[config.mk]
export PLATFORM = sky130hd
export DESIGN_NAME = snake_body_mover
export DESIGN_NICKNAME = d
export VERILOG_FILES = /design/src/rtl/snake_pkg.sv /design/src/rtl/snake_body_mover_tick_gen.sv /design/src/rtl/snake_body_mover.sv
export SDC_FILE = /design/constraint.sdc
export NUM_CORES = 1
export LEC_CHECK = 0
export BUFFER_PORTS_ARGS = -buffer_cell sky130_fd_sc_hd__buf_4
export CAP_MARGIN = 10
export CORE_MARGIN = 4
export CORE_UTILIZATION = 47
export DETAILED_ROUTE_END_ITERATION = 10
export HOLD_SLACK_MARGIN = 0.08
export PLACE_DENSITY_LB_ADDON = 0.08
export SYNTH_ARGS = -nofsm -noshare
export SYNTH_HDL_FRONTEND = slang
export SYNTH_SLANG_ARGS = --single-unit
[constraint.sdc]
create_clock -name vga_clk -period 2.3 [get_ports vga_clk]
set_input_delay 0.115 -clock vga_clk [delete_from_list [all_inputs] [get_ports vga_clk]]
set_output_delay 0.115 -clock vga_clk [all_outputs]
set_load 0.05 [all_outputs]
[src/rtl/snake_pkg.sv]
`default_nettype none
// ============================================================================
//  Module   : snake_pkg
//  Purpose  : Types and constants shared by the snake mover, collision checker
//             and draw logic: direction and game-state encodings, segment
//             geometry, start position and score ceiling.
//  Ports    : none (package)
//  Revision : 1.0  initial release
// ============================================================================
package snake_pkg;

    localparam int SEG_W   = 10;
    localparam int SEGS    = 20;
    localparam int STORE_W = SEG_W * SEGS;

    localparam logic [SEG_W-1:0] STEP      = 10'd10;
    localparam logic [SEG_W-1:0] START_X   = 10'd320;
    localparam logic [SEG_W-1:0] START_Y   = 10'd240;
    localparam logic [7:0]       MAX_SCORE = 8'(SEGS - 2);

    typedef enum logic [2:0] {
        NONE  = 3'd0,
        UP    = 3'd1,
        DOWN  = 3'd2,
        LEFT  = 3'd3,
        RIGHT = 3'd4
    } dir_t;

    typedef enum logic [1:0] {
        IDLE   = 2'd0,
        RUN    = 2'd1,
        FROZEN = 2'd2
    } state_t;

    // Reverse of a direction; NONE has no reverse, so nothing is ever
    // rejected before the first committed move.
    function automatic dir_t opposite_dir(input dir_t d);
        dir_t r;
        case (d)
            UP:      r = DOWN;
            DOWN:    r = UP;
            LEFT:    r = RIGHT;
            RIGHT:   r = LEFT;
            default: r = NONE;
        endcase
        return r;
    endfunction

    // Fixed priority up > down > left > right when several buttons are held.
    function automatic dir_t button_dir(input logic up, input logic down,
                                        input logic left, input logic right);
        dir_t r;
        if (up)         r = UP;
        else if (down)  r = DOWN;
        else if (left)  r = LEFT;
        else if (right) r = RIGHT;
        else            r = NONE;
        return r;
    endfunction

endpackage : snake_pkg
`default_nettype wire

[src/rtl/snake_body_mover_tick_gen.sv]
`default_nettype none
// ============================================================================
//  Module   : move_tick_gen
//  Purpose  : Move-step pacing divider. Counts 0..TICK_DIV-1 while enabled,
//             held at zero while disabled, and flags the last count as a
//             one-cycle tick.
//  Ports    : clk_i  - clock
//             rst_i  - synchronous active-high reset
//             en_i   - count enable; low clears the count
//             tick_o - high for the cycle the count sits at TICK_DIV-1
//  Revision : 1.0  initial release
// ============================================================================
module move_tick_gen #(
    parameter int TICK_DIV = 2_500_000
) (
    input  logic clk_i,
    input  logic rst_i,
    input  logic en_i,
    output logic tick_o
);

    localparam int                CNT_W  = (TICK_DIV > 1) ? $clog2(TICK_DIV) : 1;
    localparam logic [CNT_W-1:0]  C_LAST = CNT_W'(TICK_DIV - 1);

    logic [CNT_W-1:0] cnt_q;
    logic [CNT_W-1:0] cnt_d;

    always_comb begin
        cnt_d = cnt_q;
        if (!en_i || (cnt_q == C_LAST)) begin
            cnt_d = '0;
        end else begin
            cnt_d = cnt_q + CNT_W'(1);
        end
    end

    always_ff @(posedge clk_i) begin
        if (rst_i) begin
            cnt_q <= '0;
        end else begin
            cnt_q <= cnt_d;
        end
    end

    assign tick_o = en_i && (cnt_q == C_LAST);

endmodule : move_tick_gen
`default_nettype wire

[src/rtl/snake_body_mover.sv]
`default_nettype none
// ============================================================================
//  Module   : snake_body_mover
//  Purpose  : Writer side of the snake position/body bus. Owns the head
//             position, the 20-slot body history and the score; paces moves
//             with an internal tick, applies button direction, grows on
//             apple, and freezes on GameOver until reset.
//  Ports    : vga_clk            - clock (all logic on rising edge)
//             reset              - synchronous active-high reset
//             btn_up/down/left/right - debounced direction requests (level)
//             grow               - 1-cycle pulse, apple eaten
//             GameOver           - registered collision flag
//             snakex/snakey      - head position
//             storex/storey      - body history, slot k at [10k+9:10k], k=0 head
//             score              - body length count, saturates at MAX_SCORE
//             moved              - 1-cycle pulse with each new head/store value
//  Revision : 1.0  initial release
// ============================================================================
module snake_body_mover
    import snake_pkg::*;
#(
    parameter int TICK_DIV = 2_500_000
) (
    input  logic               vga_clk,
    input  logic               reset,
    input  logic               btn_up,
    input  logic               btn_down,
    input  logic               btn_left,
    input  logic               btn_right,
    input  logic               grow,
    input  logic               GameOver,
    output logic [SEG_W-1:0]   snakex,
    output logic [SEG_W-1:0]   snakey,
    output logic [STORE_W-1:0] storex,
    output logic [STORE_W-1:0] storey,
    output logic [7:0]         score,
    output logic               moved
);

    state_t              state_q, state_d;
    dir_t                dir_q, dir_d;
    dir_t                pend_q, pend_d;
    logic                grow_pend_q, grow_pend_d;
    logic [7:0]          score_q, score_d;
    logic [STORE_W-1:0]  storex_q, storex_d;
    logic [STORE_W-1:0]  storey_q, storey_d;
    logic                moved_q, moved_d;

    logic                tick;
    dir_t                btn_req;
    logic [SEG_W-1:0]    head_x, head_y;
    logic [SEG_W-1:0]    new_x, new_y;

    move_tick_gen #(
        .TICK_DIV (TICK_DIV)
    ) u_tick (
        .clk_i  (vga_clk),
        .rst_i  (reset),
        .en_i   (state_q == RUN),
        .tick_o (tick)
    );

    assign btn_req = button_dir(btn_up, btn_down, btn_left, btn_right);
    assign head_x  = storex_q[SEG_W-1:0];
    assign head_y  = storey_q[SEG_W-1:0];

    // Next head from the pending direction; 10-bit arithmetic wraps mod 1024
    // on purpose so the checker sees the out-of-field coordinate.
    always_comb begin
        new_x = head_x;
        new_y = head_y;
        case (pend_q)
            UP:      new_y = head_y - STEP;
            DOWN:    new_y = head_y + STEP;
            LEFT:    new_x = head_x - STEP;
            RIGHT:   new_x = head_x + STEP;
            default: ;
        endcase
    end

    always_comb begin
        state_d     = state_q;
        dir_d       = dir_q;
        pend_d      = pend_q;
        grow_pend_d = grow_pend_q | grow;
        score_d     = score_q;
        storex_d    = storex_q;
        storey_d    = storey_q;
        moved_d     = 1'b0;

        case (state_q)
            IDLE: begin
                if (btn_req != NONE) begin
                    pend_d  = btn_req;
                    state_d = RUN;
                end
            end
            RUN: begin
                // Reversal is judged against the last committed move, not
                // the pending one, so the snake never folds onto its neck.
                if ((btn_req != NONE) && (btn_req != opposite_dir(dir_q))) begin
                    pend_d = btn_req;
                end
                if (GameOver) begin
                    state_d = FROZEN;
                end else if (tick) begin
                    dir_d    = pend_q;
                    storex_d = {storex_q[STORE_W-SEG_W-1:0], new_x};
                    storey_d = {storey_q[STORE_W-SEG_W-1:0], new_y};
                    moved_d  = 1'b1;
                    // A grow landing on the step cycle counts for this step.
                    if (grow_pend_q || grow) begin
                        grow_pend_d = 1'b0;
                        if (score_q < MAX_SCORE) begin
                            score_d = score_q + 8'd1;
                        end
                    end
                end
            end
            default: ;  // FROZEN holds everything until reset
        endcase
    end

    always_ff @(posedge vga_clk) begin
        if (reset) begin
            state_q     <= IDLE;
            dir_q       <= NONE;
            pend_q      <= NONE;
            grow_pend_q <= 1'b0;
            score_q     <= 8'd0;
            storex_q    <= {SEGS{START_X}};
            storey_q    <= {SEGS{START_Y}};
            moved_q     <= 1'b0;
        end else begin
            state_q     <= state_d;
            dir_q       <= dir_d;
            pend_q      <= pend_d;
            grow_pend_q <= grow_pend_d;
            score_q     <= score_d;
            storex_q    <= storex_d;
            storey_q    <= storey_d;
            moved_q     <= moved_d;
        end
    end

    // Head is slot 0 of the history, which keeps the two buses coherent.
    assign snakex = storex_q[SEG_W-1:0];
    assign snakey = storey_q[SEG_W-1:0];
    assign storex = storex_q;
    assign storey = storey_q;
    assign score  = score_q;
    assign moved  = moved_q;

endmodule : snake_body_mover
`default_nettype wire

==> key figures, run 1 <==
Worst setup path
  – Crit Path Max Fanout: 4
  – Worst Setup Start Kind: flop
  – Data arrival, critical path: 2740 ps
  – Worst Setup End Kind: flop
  – CP max stage cell: or3b_4
  – CP Cell Sequence: or3b_4, inv_4, buf_4, fa_2, nor2b_2, o31a_1, o211ai_1, a21oi_1, a221oi_2, o311ai_1
  – Setup Crit Path Kind: flop to flop
  – Worst path max stage delay: ~420 ps
  – CP required: 2680 ps

Synthesis
  – Adder-Cell Fraction of Synth Area: 1.55%
  – Post-synth EDFFs: 0
  – Mapped cell area: approximately 15000 µm²
  – Synth Flop Type: dfxtp_1
  – Synth async-reset ratio: 0%
  – Register bit total from synthesis: 400
  – Synth Warn #: 0
  – XOR/XNOR Fraction of Synth Area: 2.15%
  – Post-synthesis sequential area ratio: 51.8%
  – Dominant combinational cell family by area after synthesis: simple AND/OR/NAND/NOR gates
  – Post-Synth Simple-Gate Area: about 26%
  – Complex-gate fraction of the synthesized area: 10.5%
  – Yosys cell types: 62
  – Syn_area_per_cell: 8.12 µm²
  – Syn Inst Count: between 1.5k and 2k
  – Multiplexer share of the synthesized area: 0.591%

Run
  – Max cap viols: 0

Global route
  – GRT Util Overall: between 20 and 25%
  – GRT overflow: 0
  – Initial antenna violation count: 0
  – Vias in the first global route: 12.7k
  – Pin count of the biggest net entering global routing: 112
  – First-pass GRT wire length: roughly 66000 µm

Power and ir drop
  – Worst vdd ir: 487 µV
  – Power per cell area: 693 nW/µm²
  – Static Leak: around 8.5 nW

Floorplan
  – Std cell rows: 66
  – Die ar.: 35900 µm²
  – Ports: 437
  – Die Height: around 190 µm
  – Core area: 32500 µm²
  – Starting Density: roughly 48%
  – Die Wd: between 150 and 200 µm

Route
  – Final WL: 42100 µm
  – Vias: 13.5k
  – Wire per inst: 15.4 µm
  – Detailed Routing Iterations Pass 1: 5
  – Routed length on met1: 17800 µm
  – Max Used Layer: met4
  – Remaining DRCs: 0
  – Met3 wire len: approximately 3200 µm
  – Via density: 4.91
  – Wire length on met2: roughly 20000 µm
  – DR iter-0 viols: 706
  – Antenna Violating Nets Remaining: 0

STA
  – Tmin final: 2360 ps
  – Pin slew with the least headroom to its limit: 761 ps
  – Fin Clk Skew: 12.0 ps
  – Fin crit share: 103%
  – Final hold viol count: 0
  – F_max: roughly 0.42 GHz
  – Slew HR: 49.2%
  – Hold slack: 128 ps
  – RSZ-0062 raised after global routing: yes
  – Final setup margin: -60.4 ps
  – Final setup violation count: 2
  – Max-slew violation count: 0

Run status
  – Failing checks: setup timing
  – Status: complete, but fails checks

Placement
  – Port bufs: between 300 and 400
  – DP HPWL: 29000 µm
  – Placed cell count: between 2k and 3k
  – Area after detailed placement: 18600 µm²
  – Pre-CTS setup slack: -133 ps
  – Routability-driven placement congestion ratio: 0.801

Layout
  – Core Util, Final: 62.3%
  – Area grow syn2layout: 31.2%
  – Final Net Count: 2293
  – Finished Cell Area: 20300 µm²
  – Non-filler instance count after layout: 2739
  – N_diodes: 0
  – Fraction of layout cells with a size suffix above 1: around a quarter
  – Fillers: ~3.0k

Clocking
  – TritonCTS Buffers: 43
  – Worst-Skew Late Latency: 520 ps
  – H-tree depth: 2
  – Root buf cell: clkbuf_16
  – CTS Buffer Depth: 3
  – Num Clock Sinks: 400
  – CTS tree: built
  – Clk slew on worst S/H paths: 60 ps

Min path
  – Min-Delay Path Class: input port to flop
worst paths after layout:
check,slack (ps),to,startpoint,cells after the start
setup reg to reg,-60,storey[9],pend_q[1],10
hold reg to reg,450,storex[192],storex[192],2
hold / removal,130,state_q[0],btn_right,5
setup / recovery,-60,storey[9],pend_q[1],10
worst max-delay path, delay by kind of cell (launching register included):
family          cells  cell delay, ps
simple gates        2             470
buf+inv             2             200
compound gates      5            1030
flops               1             340
fa+ha+maj           1             190
sequential cells by signal, summed over array words and instances (netlist names):
name	flops
grow_pend_q	1
pend_q	3
dir_q	3
state_q	2
score	8
storey	180
u_tick.cnt_q	22
moved	1
storex	180
where the power goes:
| group | total (mW) | internal, mW | switching [mW] | leakage (nW) |
|---|---|---|---|---|
| Clock | 6.64 | 3.97 | 2.67 | 0.671 |
| Combinational | 0.471 | 0.116 | 0.355 | 4.63 |
| Sequential | 6.94 | 6.94 | 0.00796 | 3.23 |
| Total | 14.1 | 11.0 | 3.03 | 8.53 |
kinds of logic (layout without fill, tap and decap cells):
| group | after synthesis | after routing |
|---|---|---|
| and+or+nand+nor | 950 | 950 |
| DFF | 400 | 400 |
| AOI/OAI and AO/OA | 289 | 289 |
| buffers and inverters | 199 | 551 |
| xor gates and xnor gates | 38 | 38 |
| adders and majority gates | 18 | 18 |
| muxes | 9 | 9 |
| other | 1 | 42 |
layer usage:
layer	up-vias	global-route usage, %
li1	6811	-
met1	6234	28.2
met2	354	37.0
met3	63	5.83
met4	0	5.68
met5	-	0
placed cells by master (no fill, tap or decap), drive strengths merged, types with 14 or more instances in the layout:
master	instances
nand3	126
a21oi	245
xor2	19
dfxtp	400
inv	14
nor3	15
xnor2	19
nor2	58
conb	42
buf	455
clkbuf	67
ha	16
nand2	708
layout make-up:
class	count	area [µm²]	area share [%]
Sequential cell	400	8020	39.5
Multi-Input combinational cell	1346	6570	32.4
Timing Repair Buffer	462	3710	18.3
Clock buffer	67	1300	6.39
Tap cell	442	553	2.73
Clock inverter	8	77.6	0.382
Inverter	14	56.3	0.278
repair_timing:
| action | in CTS | in global routing |
|---|---|---|
| gates resized for setup | 7 | 22 |
| pin swaps | 1 | 16 |
| setup endpoints to repair | 3 | 107 |
| hold buffers | 7 | 0 |
| buffers inserted | 1 | 4 |
| endpoints found under the hold margin | 36 | 0 |
synth_stat cells, types with 3 or more instances:
| library cell | number | area share, % |
|---|---|---|
| nand2_1 | 688 | 17 |
| nor2b_1 | 9 | 0.36 |
| xor2_1 | 19 | 1.1 |
| a21oi_1 | 225 | 7.3 |
| nand2b_1 | 4 | 0.16 |
| xnor2_1 | 19 | 1.1 |
| buf_6 | 19 | 1.4 |
| o21ai_0 | 11 | 0.36 |
| and4_1 | 3 | 0.17 |
| a21oi_2 | 20 | 1.1 |
| dfxtp_1 | 400 | 52 |
| and3_1 | 3 | 0.12 |
| nor4_1 | 3 | 0.12 |
| a211oi_1 | 5 | 0.24 |
| a21o_1 | 3 | 0.15 |
| o21a_1 | 5 | 0.24 |
| clkbuf_1 | 79 | 1.9 |
| nor3_1 | 15 | 0.49 |
| nand2_2 | 20 | 0.81 |
| a211o_1 | 3 | 0.17 |
| buf_4 | 72 | 3.5 |
| nor2_1 | 58 | 1.4 |
| ha_1 | 16 | 1.3 |
| nand4_1 | 5 | 0.20 |
| inv_1 | 13 | 0.32 |
| mux2i_1 | 8 | 0.52 |
| buf_2 | 12 | 0.39 |
| nand3_1 | 124 | 4.0 |
per-stage QoR:
| step | setup TNS, ps | power, mW |
|---|---|---|
| after CTS | -36.2 | 14.2 |
| after global routing | -480 | 14.6 |
| final | -80.5 | 14.1 |
| after floorplan | -12.9 | 7.49 |
| after global placement | 0 | 7.52 |
| after detailed placement | -214 | 7.53 |
No activity file was read; power rests on OpenSTA's default activity.
==> inputs of run 2 (changes only) <==
--- a/config.mk
+++ b/config.mk
@@ -12,6 +12,7 @@
 export DETAILED_ROUTE_END_ITERATION = 10
 export HOLD_SLACK_MARGIN = 0.08
 export PLACE_DENSITY_LB_ADDON = 0.08
+export REMOVE_ABC_BUFFERS = 1
 export SYNTH_ARGS = -nofsm -noshare
 export SYNTH_HDL_FRONTEND = slang
 export SYNTH_SLANG_ARGS = --single-unit
==> run 2 against run 1 <==
Against the previous run:
- the run still ends with setup timing left
- flip-flop and latch count did not move
- clock power hardly changed
- clock-buffer cell count shrank 1
- maximum frequency increased by 2.4%
- sequential share of layout area is 0.16 points lower
- non-clock buffer count grew 1
- power shrank 0.14%
- design area rose by 0.28%
- via count is 0.76% lower
- utilization up 0.17 points
- final cell count barely moved
- highest routed layer unchanged
==> key figures, run 2 (same netlist as run 1, synthesis figures left out) <==
Global route
  – Initial antenna violation count: 0 (unchanged)
  – Pin count of the biggest net entering global routing: 110 (-1.8%)
  – First-pass GRT wire length: 63500 µm (-3.9%)
  – GRT overflow: 0 (unchanged)
  – GRT Util Overall: 21.1% (-0.89 points)
  – Vias in the first global route: 11.9k (-6.5%)

Clocking
  – CTS Buffer Depth: 3 (unchanged)
  – H-tree depth: 2 (unchanged)
  – Root buf cell: clkbuf_16
  – TritonCTS Buffers: 43 (unchanged)
  – Clk slew on worst S/H paths: 60 ps (about the same)
  – CTS tree: built
  – Num Clock Sinks: 400 (unchanged)
  – Worst-Skew Late Latency: 540 ps (+20 ps)

Worst setup path
  – Setup Crit Path Kind: flop to flop
  – CP Cell Sequence: nor2_2, nand2_2, inv_2, fa_2, nor2b_4, o2111ai_4, a32oi_2, mux2_4, or3_4, a21oi_2
  – CP max stage cell: fa_2
  – Worst path max stage delay: 390 ps (-30 ps)
  – Setup crit start: pend_q[0]
  – RR Startpoint: pend_q[0]
  – CP required: 2750 ps (+70 ps)
  – Crit Path Max Fanout: 4 (unchanged)
  – Worst flop-to-flop path endpoint: storex[9]
  – Data arrival, critical path: 2760 ps (+20 ps)
  – Reg2reg path depth: 10 (unchanged)
  – R2R Setup Slk: -4 ps (+60 ps)
  – Worst Setup End Kind: flop
  – Worst Setup Start Kind: flop
  – Worst setup path endpoint: storex[9]

Placement
  – DP HPWL: 27700 µm (-4.8%)
  – Port bufs: 394 (unchanged)
  – Pre-CTS setup slack: -184 ps (-51.0 ps)
  – Area after detailed placement: 18600 µm² (about the same)
  – Routability-driven placement congestion ratio: 0.785 (-2.0%)

Power and ir drop
  – Static Leak: 8.54 nW (+0.14%)
  – Power per cell area: 690 nW/µm² (-0.42%)
  – Worst vdd ir: 663 µV (+36%)

Route
  – Vias: 13.4k (-0.76%)
  – Detailed Routing Iterations Pass 1: 5 (unchanged)
  – Final WL: 40500 µm (-3.7%)
  – Wire per inst: 14.8 µm (-3.7%)
  – Via density: 4.88 (-0.69%)
  – DR iter-0 viols: 719 (+1.8%)
  – Remaining DRCs: 0 (unchanged)
  – Antenna Violating Nets Remaining: 0 (unchanged)

Floorplan
  – Starting Density: 47.5% (unchanged)
  – Die Height: 189 µm (unchanged)
  – Die Wd: 189 µm (unchanged)
  – Die ar.: 35900 µm² (unchanged)
  – Ports: 437 (unchanged)
  – Std cell rows: 66 (unchanged)
  – Core area: 32500 µm² (unchanged)

STA
  – Pin slew with the least headroom to its limit: 573 ps (-188 ps)
  – Slew HR: 61.4% (+12 points)
  – Post-route setup TNS: -4.48 ps (+76.1 ps)
  – F_max: 0.434 GHz (+2.4%)
  – Fin Clk Skew: 19.9 ps (+7.88 ps)
  – Fin crit share: 100% (-2.4 points)
  – RSZ-0062 raised after global routing: yes
  – Final setup margin: -4.48 ps (+56.0 ps)
  – Tmin final: 2300 ps (-56.0 ps)
  – Final hold viol count: 0 (unchanged)
  – Final setup violation count: 1 (-1)
  – Max-slew violation count: 0 (unchanged)

Layout
  – Commonest non-fill, non-tap cells in the layout: nand2_1, buf_4, dfxtp_1
  – N_diodes: 0 (unchanged)
  – Area grow syn2layout: 31.5%
  – Finished Cell Area: 20300 µm² (+0.28%)
  – Fraction of layout cells with a size suffix above 1: 26.0% (about the same)
  – Leading cell type in the layout, fill and taps excluded: nand2_1
  – Final Net Count: 2294 (+0.044%)
  – Fillers: 2922 (-2.3%)

Run status
  – Failing checks: setup timing
  – Status: complete, but fails checks

Run
  – Max cap viols: 0 (unchanged)

Min path
  – Min-Delay Path Class: input port to flop
run 2: cell count changes in the layout (fill, tap and decap cells not counted), moves of 2 or more:
cell | before | now
clkinv_2 | 4 | 2
dfxtp_2 | 4 | 2
clkinvlp_4 | 2 | 0
buf_4 | 436 | 434
clkbuf_16 | 43 | 45
clkbuf_8 | 13 | 11
dfxtp_1 | 394 | 398
dfxtp_4 | 2 | 0
run 2: final cells by class:
| class | instances | area (µm²) | share of cell area [%] |
|---|---|---|---|
| flip-flops and latches | 400 | 8010 | 39.4 |
| multi-input cells | 1346 | 6610 | 32.5 |
| repair buffers | 463 | 3760 | 18.5 |
| clock buffers | 66 | 1280 | 6.31 |
| well taps | 442 | 553 | 2.72 |
| clock inverters | 6 | 73.8 | 0.363 |
| inverters | 14 | 55.1 | 0.271 |
run 2: through the flow:
step | total power [mW] | instances | util [%] | hold slack, ps
global route | 14.6 | 2737 | 62.5 | 125
detailed placement | 7.53 | 2651 | 57.3 | 390
floorplan | 7.37 | 1760 | - | 177
finish | 14.0 | 2737 | 62.5 | 91.8
CTS | 14.2 | 2733 | 61.9 | 84.4
global placement | 7.53 | 2651 | 57.3 | 373
run 2: worst min-delay path by stage:
stage                     startpoint    endpoint  slack, ps  depth (start not counted)
final                          reset    score[5]         90                          2
after global routing           reset    score[6]        130                          2
after CTS                      reset    score[7]         80                          2
after detailed placement    GameOver  state_q[1]        390                          3
after global placement      GameOver  state_q[1]        370                          3
after floorplan                reset  storex[59]        180                          1
run 2: layer usage:
metal | global-route usage (%) | part of all wire [%] | vias to the layer above
met3 | 4.09 | 6.3 | 61
li1 | - | - | 6815
met2 | 35.6 | 49 | 358
met4 | 5.37 | 2.1 | 0
met5 | 0 | 0 | -
met1 | 27.9 | 42 | 6126
run 2: what timing repair did:
item	in CTS	in global routing
gates resized for setup	13	32
setup endpoints to repair	4	152
pin swaps	2	16
buffers inserted	3	3
hold buffers	7	0
gates cloned	0	1
hold endpoints to repair	7	0
run 2: worst max-delay path: cells and delay by family, from the launching register on:
family                   cells  cell delay [ps]
AO/OA/AOI/OAI                3              500
adder cells (fa/ha/maj)      1              390
buffers and inverters        1               50
flip-flops                   1              350
multiplexers                 1              330
AND/OR/NAND/NOR              4              620
run 2: where the power goes:
group	total, mW	internal (mW)	leakage (nW)	switching (mW)
sequential	6.95	6.94	3.23	0.00907
clock	6.62	3.94	0.666	2.69
combinational	0.464	0.115	4.65	0.348
==> inputs of run 3 (changes only) <==
==> constraint.sdc (replaced) <==
create_clock -name vga_clk -period 2.3 [get_ports vga_clk]
set_input_delay 0.115 -clock vga_clk [delete_from_list [all_inputs] [get_ports vga_clk]]
set_output_delay 0.115 -clock vga_clk [all_outputs]
set_load 0.1 [all_outputs]
==> run 3 against run 2 <==
Against the previous run:
- the run now ends clean
- register-to-register slack better by 20 ps
- clock power is 3.9% higher
- routed wire length is 0.18% higher
- sequential power hardly changed
- via count is 0.63% higher
- clock skew is 4.0 ps higher
- critical endpoint unchanged
- largest cell class unchanged
- largest power group unchanged
==> key figures, run 3 (same netlist as run 1, synthesis figures left out) <==
Min path
  – Min-Delay Path Class: input port to flop
  – Worst hold start: reset
  – Hold Path Depth: 2 (unchanged)
  – WHS Endpoint: score[5]

Worst setup path
  – R2R Setup Slk: 10 ps (+20 ps)
  – WP depth: 10 (unchanged)
  – CP Buf/Inv Count: 1 (unchanged)
  – Worst Setup Start Kind: flop
  – CP required: 2750 ps (about the same)
  – Worst path max stage delay: 390 ps (about the same)
  – Setup Crit Path Kind: flop to flop
  – CP Cell Sequence: nor2_1, nand2_1, inv_2, fa_2, nor2b_4, o2111ai_2, a32oi_2, mux2_4, or3_1, a21oi_2
  – RR Startpoint: pend_q[0]
  – Data arrival, critical path: 2730 ps (-30 ps)
  – CP max stage cell: fa_2
  – Worst Setup End Kind: flop
  – Reg2reg path depth: 10 (unchanged)
  – Crit Path Max Fanout: 4 (unchanged)
  – CP delay by family, top: simple AND/OR/NAND/NOR gates
  – Worst flop-to-flop path endpoint: storex[9]

STA
  – Post-route setup TNS: 0 ps (+4.48 ps)
  – Hold slack: 109 ps (+17.6 ps)
  – Final hold viol count: 0 (unchanged)
  – F_max: 0.437 GHz (+0.77%)
  – Fin crit share: 99.4% (-0.77 points)
  – Tmin final: 2290 ps (-17.7 ps)
  – Final setup violation count: 0 (-1)
  – Pin slew with the least headroom to its limit: 575 ps (+1.27 ps)
  – Max-slew violation count: 0 (unchanged)
  – Slew HR: 61.4% (-0.085 points)
  – Fin Clk Skew: 23.8 ps (+3.98 ps)
  – RSZ-0062 raised after global routing: yes

Power and ir drop
  – P_int: 11.2 mW (+2.2%)
  – Static Leak: 8.58 nW (+0.41%)
  – Power Total: 14.4 mW (+2.9%)
  – Power per cell area: 709 nW/µm² (+2.7%)
  – Switching power: 3.21 mW (+5.5%)
  – Switching share of total power: 22.2% (+0.55 points)
  – Comb power frac: 4.3% (+1.0 points)
  – Sequential share of power: 48.1% (-1.4 points)
  – Worst vdd ir: 763 µV (+15%)
  – Clock Power Share: 47.6% (+0.4 points)

Global route
  – GRT Util Overall: 21.0% (-0.052 points)
  – First-pass GRT wire length: 63700 µm (+0.31%)
  – Vias in the first global route: 12.0k (+1.4%)
  – Pin count of the biggest net entering global routing: 110 (unchanged)
  – Initial antenna violation count: 0 (unchanged)
  – GRT overflow: 0 (unchanged)

Layout
  – Multi-input logic area: 6570 µm² (-0.55%)
  – Fraction of layout cells with a size suffix above 1: 26.2% (+0.14 points)
  – N_diodes: 0 (unchanged)
  – Commonest non-fill, non-tap cells in the layout: nand2_1, buf_4, dfxtp_1
  – Area grow syn2layout: 31.8%
  – Register area: 8010 µm² (unchanged)
  – Leading cell type in the layout, fill and taps excluded: nand2_1
  – Fillers: 2970 (+1.6%)
  – Core Util, Final: 62.6% (+0.14 points)
  – Final Net Count: 2294 (unchanged)
  – Non-filler instance count after layout: 2740 (+0.11%)

Run status
  – Status: complete, no violations

Floorplan
  – Die Wd: 189 µm (unchanged)
  – Die ar.: 35900 µm² (unchanged)
  – Starting Density: 47.5% (unchanged)
  – Die Height: 189 µm (unchanged)
  – Ports: 437 (unchanged)
  – Core area: 32500 µm² (unchanged)
  – Std cell rows: 66 (unchanged)

Route
  – Wire per inst: 14.8 µm (about the same)
  – Antenna Violating Nets Remaining: 0 (unchanged)
  – Remaining DRCs: 0 (unchanged)
  – DR iter-0 viols: 807 (+12%)
  – Vias: 13.4k (+0.63%)
  – Via density: 4.91 (+0.52%)
  – Detailed Routing Iterations Pass 1: 5 (unchanged)
  – Final WL: 40600 µm (+0.18%)

Placement
  – Routability-driven placement congestion ratio: 0.785 (about the same)
  – Placed cell count: 2654 (+0.11%)
  – DP HPWL: 27600 µm (-0.31%)
  – Port bufs: 394 (unchanged)

Clocking
  – CTS Buffer Depth: 3 (unchanged)
  – TritonCTS Buffers: 42 (-2.3%)
  – H-tree depth: 2 (unchanged)
  – Num Clock Sinks: 400 (unchanged)
  – CTS tree: built
  – Clk slew on worst S/H paths: 60 ps (about the same)
  – Root buf cell: clkbuf_16
  – Worst-Skew Late Latency: 530 ps (about the same)

Run
  – Max cap viols: 0 (unchanged)
==> run 3: changes by cell type in the layout (fill, tap and decap cells not counted), sizes merged <==
cell	before	now
clkinvlp	0	1
clkinv	4	8
buf	454	456
clkbuf	68	63
dlygate4sd3	7	6
bufinv	1	4
inv	15	14
==> run 3: power groups by stage <==
stage / sequential [mW] / combinational, mW / clock [mW]
final: 6.95 / 0.616 / 6.88
after global routing: 6.94 / 0.651 / 7.38
after CTS: 6.95 / 0.598 / 7.06
after detailed placement: 7.10 / 0.580 / 0
after global placement: 7.10 / 0.577 / 0
after floorplan: 7.10 / 0.415 / 0
==> run 3: worst max-delay path by stage <==
stage                    startpoint         to
floorplan           u_tick.cnt_q[0]  storex[2]
global placement          pend_q[1]  storey[8]
detailed placement        pend_q[1]  storey[8]
CTS                       pend_q[0]  storex[9]
global route              pend_q[1]  storey[9]
finish                    pend_q[0]  storex[9]
==> run 3: repair_timing <==
action                                  4_1_cts  5_1_grt
buffers inserted                              5        0
resized for setup                            15       26
pin swaps                                     4       13
endpoints found under the setup margin        5      202
hold endpoints to repair                      7        0
gates cloned                                  0        1
hold buffers                                  6        0
==> run 3: cell type report <==
class / instances / area share [%]
sequential: 400 / 39.3
multi-input combinational: 1346 / 32.2
timing repair buffer: 464 / 18.5
inverter: 14 / 0.282
clock buffer: 61 / 6.05
clock inverter: 13 / 0.933
tap: 442 / 2.71
==> run 3: metal layers <==
layer	routed length, µm	vias to the layer above	global-route usage (%)
li1	-	6820	-
met1	17400	6143	27.8
met2	19500	409	35.5
met3	2530	72	3.71
met5	0	-	0
met4	1130	0	5.79
==> run 3: stage by stage <==
step | setup WS [ps] | instance area, µm²
2_1_floorplan | -7460 | 14500
3_3_place_gp | -78.9 | 18700
3_5_place_dp | -153 | 18700
4_1_cts | -12.8 | 20200
5_1_grt | -76.5 | 20400
6_report | 13.2 | 20400
